File: config.mk
export PLATFORM = sky130hd
export DESIGN_NAME = mult_ctrl
export DESIGN_NICKNAME = d
export VERILOG_FILES = /design/src/rtl/mult_pkg.sv /design/src/rtl/mult_ctrl_counter2.sv /design/src/rtl/mult_ctrl.sv
export SDC_FILE = /design/constraint.sdc
export NUM_CORES = 1
export LEC_CHECK = 0
export CAP_MARGIN = 30
export CORE_AREA = 2 2 39 41
export CTS_BUF_LIST = sky130_fd_sc_hd__clkbuf_8
export CTS_CLUSTER_DIAMETER = 100
export DETAILED_ROUTE_END_ITERATION = 7
export DIE_AREA = 0 0 41 43
export PLACE_DENSITY = 0.69
export SETUP_SLACK_MARGIN = 0.05
export SYNTH_ARGS = -nofsm -noshare
export SYNTH_HDL_FRONTEND = slang
export SYNTH_SLANG_ARGS = --single-unit
File: constraint.sdc
create_clock -name clk -period 2 [get_ports clk]
set_input_delay 0.4 -clock clk [delete_from_list [all_inputs] [get_ports clk]]
set_output_delay 0.4 -clock clk [all_outputs]
set_load 0.005 [all_outputs]
File: src/rtl/mult_pkg.sv
// Shared definitions for the 8x8 sequential multiplier controller: state
// encodings, shift codes and the Moore output decode.
package mult_pkg;

  typedef enum logic [2:0] {
    ST_IDLE  = 3'b000,
    ST_CLEAR = 3'b001,
    ST_CALC  = 3'b010,
    ST_DONE  = 3'b011,
    ST_ERR   = 3'b100
  } state_e;

  localparam logic [1:0] SH_0 = 2'b00;
  localparam logic [1:0] SH_4 = 2'b01;
  localparam logic [1:0] SH_8 = 2'b10;

  localparam int         STEPS     = 4;
  localparam logic [1:0] LAST_STEP = 2'(STEPS - 1);

  typedef struct packed {
    logic       a_sel;
    logic       b_sel;
    logic [1:0] shift_sel;
    logic       clk_ena;
    logic       sclr_n;
    logic       busy;
    logic       done;
    logic       err;
  } ctrl_t;

  localparam ctrl_t CTRL_RESET = '{
    a_sel:     1'b0,
    b_sel:     1'b0,
    shift_sel: SH_0,
    clk_ena:   1'b0,
    sclr_n:    1'b1,
    busy:      1'b0,
    done:      1'b0,
    err:       1'b0
  };

  // Output decode for a given state and partial-product index.
  function automatic ctrl_t decode(input state_e st, input logic [1:0] step);
    ctrl_t c;
    c = CTRL_RESET;
    case (st)
      ST_CLEAR: begin
        c.clk_ena = 1'b1;
        c.sclr_n  = 1'b0;
        c.busy    = 1'b1;
      end
      ST_CALC: begin
        c.clk_ena = 1'b1;
        c.busy    = 1'b1;
        c.a_sel   = step[1];
        c.b_sel   = step[0];
        case (step)
          2'd0:       c.shift_sel = SH_0;
          2'd1, 2'd2: c.shift_sel = SH_4;
          default:    c.shift_sel = SH_8;
        endcase
      end
      ST_DONE: c.done = 1'b1;
      ST_ERR:  c.err  = 1'b1;
      default: ;
    endcase
    return c;
  endfunction

endpackage

File: src/rtl/mult_ctrl_counter2.sv
// Two-bit step counter with asynchronous reset, synchronous clear and enable.
module counter2 (
  input  logic       clk,
  input  logic       aclr_n,
  input  logic       sclr,
  input  logic       en,
  output logic [1:0] cnt
);

  // NOTE: sequential state uses non-blocking assignments so every flop
  // samples pre-edge values regardless of process ordering.
  always_ff @(posedge clk or negedge aclr_n) begin
    if (!aclr_n)  cnt <= '0;
    else if (sclr) cnt <= '0;
    else if (en)   cnt <= cnt + 2'd1;
  end

endmodule

File: src/rtl/mult_ctrl.sv
// Control FSM for the 8x8 sequential multiplier (four 4x4 partial products).
// Optional start-while-busy error state enabled by defining MULT_CTRL_ERR_EN.
module mult_ctrl
  import mult_pkg::*;
#(
  parameter bit DONE_PULSE = 1'b0
) (
  input  logic       clk,
  input  logic       aclr_n,
  input  logic       start,
  output logic       a_sel,
  output logic       b_sel,
  output logic [1:0] shift_sel,
  output logic       clk_ena,
  output logic       sclr_n,
  output logic       busy,
  output logic       done,
  output logic       err,
  output logic [2:0] state_out,
  output logic [1:0] step_cnt
);

  state_e     state_q, state_d;
  logic [1:0] step_d;
  logic       cnt_clr, cnt_en;
  ctrl_t      ctrl_q;

  // NOTE: every always_comb output gets a default first so no path leaves it
  // unassigned, which would infer a latch.
  always_comb begin
    state_d = state_q;
    case (state_q)
      ST_IDLE: if (start) state_d = ST_CLEAR;
      ST_CLEAR: begin
        state_d = ST_CALC;
`ifdef MULT_CTRL_ERR_EN
        if (start) state_d = ST_ERR;
`endif
      end
      ST_CALC: begin
        if (step_cnt == LAST_STEP) state_d = ST_DONE;
`ifdef MULT_CTRL_ERR_EN
        if (start) state_d = ST_ERR;
`endif
      end
      ST_DONE: begin
        if (start)           state_d = ST_CLEAR;
        else if (DONE_PULSE) state_d = ST_IDLE;
      end
      ST_ERR: begin
`ifdef MULT_CTRL_ERR_EN
        if (!start) state_d = ST_IDLE;
`else
        state_d = ST_IDLE;
`endif
      end
      default: state_d = ST_IDLE;
    endcase
  end

  // The step index only advances inside CALC and reads 0 everywhere else.
  assign cnt_en  = (state_q == ST_CALC);
  assign cnt_clr = (state_d != ST_CALC);

  always_comb begin
    if (cnt_clr)     step_d = '0;
    else if (cnt_en) step_d = step_cnt + 2'd1;
    else             step_d = step_cnt;
  end

  counter2 u_step (
    .clk    (clk),
    .aclr_n (aclr_n),
    .sclr   (cnt_clr),
    .en     (cnt_en),
    .cnt    (step_cnt)
  );

  // Outputs are registered from the next state so they line up with state_q.
  always_ff @(posedge clk or negedge aclr_n) begin
    if (!aclr_n) begin
      state_q <= ST_IDLE;
      ctrl_q  <= CTRL_RESET;
    end else begin
      state_q <= state_d;
      ctrl_q  <= decode(state_d, step_d);
`ifndef MULT_CTRL_ERR_EN
      ctrl_q.err <= 1'b0;
`endif
    end
  end

  assign a_sel     = ctrl_q.a_sel;
  assign b_sel     = ctrl_q.b_sel;
  assign shift_sel = ctrl_q.shift_sel;
  assign clk_ena   = ctrl_q.clk_ena;
  assign sclr_n    = ctrl_q.sclr_n;
  assign busy      = ctrl_q.busy;
  assign done      = ctrl_q.done;
  assign err       = ctrl_q.err;
  assign state_out = state_q;

endmodule
==> metrics <==
CTS tree done; vias per cell 5.00; H-tree depth 1; DRT Wirelength 980 um; Worst Path Buf+Inv 0; nets 67; most common cell after layout, fill and taps aside clkdlybuf4s50_1; Clk pin slew, worst setup/hold paths around 0.05 ns; Slew Limit Fails 0; Remaining DRCs 0; post-route antenna net violation count 0; DIE AREA 1760 um2; gpl congestion between 0.6 and 0.7; pwr dens roughly 740 nW/um2; commonest cells after routing, fill and taps aside clkdlybuf4s50_1 (15), dfrtp_1 (10), a21oi_1 (7), nand2b_1 (4), clkbuf_8 (3); Distinct cells, synth 22; post_cts resized 0; I/O Buffers 15; Hold Crit Class input port to async pin; Mean Syn Cell Area approximately 11 um2; MaxCap Viol Count 0; unrepaired setup endpoints after global routing false; Die Wd approximately 40 um; largest net degree at the start of global routing 14; die height ~43 um; leakage ~0.3 nW; core area 1380 um2; num ports 17; reg2reg start u_step.cnt[0]; Starting Density 0.371; Via Count 385; Power, Total 526 uW; hold_ws between 0.5 and 0.6 ns; post-CTS setup buffers 0; crit path cell chain ha_1 > or4b_1 > a21oi_1 > ha_1 > nand2b_1 > a21oi_1; Sink Count 11; clk root buf clkbuf_8; All-Layer GR Usage 0.138; Hold Violations, Final 0; status completed; slowest stage cell, crit path or4b_1; DR pass1 iterations 4; row cnt 14; worst vdd ir approximately 0.00036 V; Area growth, synth to finish 38.5%; Crit Path Category flip-flop to flip-flop; CP Capture Type flip-flop; clk buf depth 2; delay-heaviest family, CP simple AND/OR/NAND/NOR gates; first-pass GRT wire length ~1600 um; Max Clock Skew 0.00341 ns; layout cells sized above 1 0.131; largest stage delay on the critical path around 0.53 ns; crit path launch type flip-flop; worst skew pair latency 0.23 ns; crit path from u_step.cnt[0]; Post-Syn Area 513 um2; initial antenna violation count 0; fmax approximately 540 MHz; R2R depth 6; Synth Register Bits 11; sequential area share after synthesis 0.539; FF-to-FF End shift_sel[0]; Hold Buf Count CTS 0; drt initial violations 7; GRT overflow 0; Rel. slew slack 0.667; Reg2Reg Setup Slack ~0.15 ns; TritonCTS buffer count 3; worst-margin pin slew ~0.50 ns; TNS Setup 0 ns; CP max FO 5; number of global-route vias before repair around 380; required time of the critical path about 2.1 ns; Syn Inst Count 45; crit share post-route 0.923; final setup vio count 0; antenna cells 0; Synth warnings 0; WL/cell roughly 13 um; dpl hpwl 700 um; WP data arrival 1.96 ns; min Tclk post-route roughly 1.8 ns
==> synth_stat cells, drive strengths merged <==
cell	instances	area share
a21bo	1	0.020
a21oi	7	0.068
a311oi	1	0.017
and4b	1	0.020
buf	6	0.071
conb	1	0.0073
dfrtp	10	0.49
dfstp	1	0.051
ha	2	0.049
nand2	1	0.0073
nand2b	4	0.049
nand3b	2	0.029
nand4b	1	0.017
nand4bb	1	0.022
nor3	1	0.0097
o21ai	1	0.0097
or2	1	0.012
or3b	2	0.034
or4b	1	0.020
==> final cells by class <==
type,count,area [um2]
clock buffer,3,41.3
clock inverter,1,3.75
fill,137,673
multi-input combinational,29,204
sequential,11,277
tap,16,20.0
timing repair buffer,17,165
==> worst max path at each step <==
stage	cells after the start	to	slack, ns
3_5_place_dp	6	shift_sel[0]	0.16
4_1_cts	6	shift_sel[0]	0.15
6_report	6	shift_sel[0]	0.15
3_3_place_gp	6	shift_sel[0]	0.18
2_1_floorplan	6	shift_sel[0]	0.23
5_1_grt	6	shift_sel[0]	0.06
==> worst reg2reg max path: cells and delay by family, from the launching register on <==
kind                       cells  cell delay (ns)
and+or+nand+nor                2             0.60
adders and majority gates      2             0.49
DFF                            1             0.41
AOI/OAI and AO/OA              2             0.23
==> through the flow <==
step,setup WS (ns),instance area (um2),cells,util
final,0.154,711,77,0.514
after global routing,0.0550,711,77,0.514
after CTS,0.149,711,77,0.514
after detailed placement,0.156,666,73,0.481
after global placement,0.178,666,73,0.481
after floorplan,0.228,517,46,-
==> power by group <==
group	switching, mW	leakage, nW	internal, mW
clock	0.0774	0.0269	0.134
sequential	0.00702	0.145	0.234
combinational	0.0310	0.137	0.0425
total	0.115	0.309	0.411
==> sequential cells by signal (all words and copies together), names as in the netlist <==
register and cells:
state_out 3, busy 1, done 1, shift_sel 2
sclr_n 1, b_sel 1, u_step.cnt 2
==> per-layer routing <==
| layer | vias to the layer above | routed length (um) | global-route usage |
|---|---|---|---|
| met1 | 182 | 423 | 0.181 |
| li1 | 188 | - | - |
| met5 | - | 0 | 0 |
| met3 | 2 | 50 | 0.0157 |
| met2 | 13 | 486 | 0.191 |
| met4 | 0 | 20 | 0.120 |
==> cells by family (layout without fill, tap and decap cells) <==
family,after synthesis,count (layout),synth area share
compound gates,10,10,0.115
fa+ha+maj,2,2,0.0488
buf+inv,6,21,0.0707
flops,11,11,0.539
other cells,1,2,0.00731
simple gates,15,15,0.219
No activity file was read; power rests on OpenSTA's default activity.
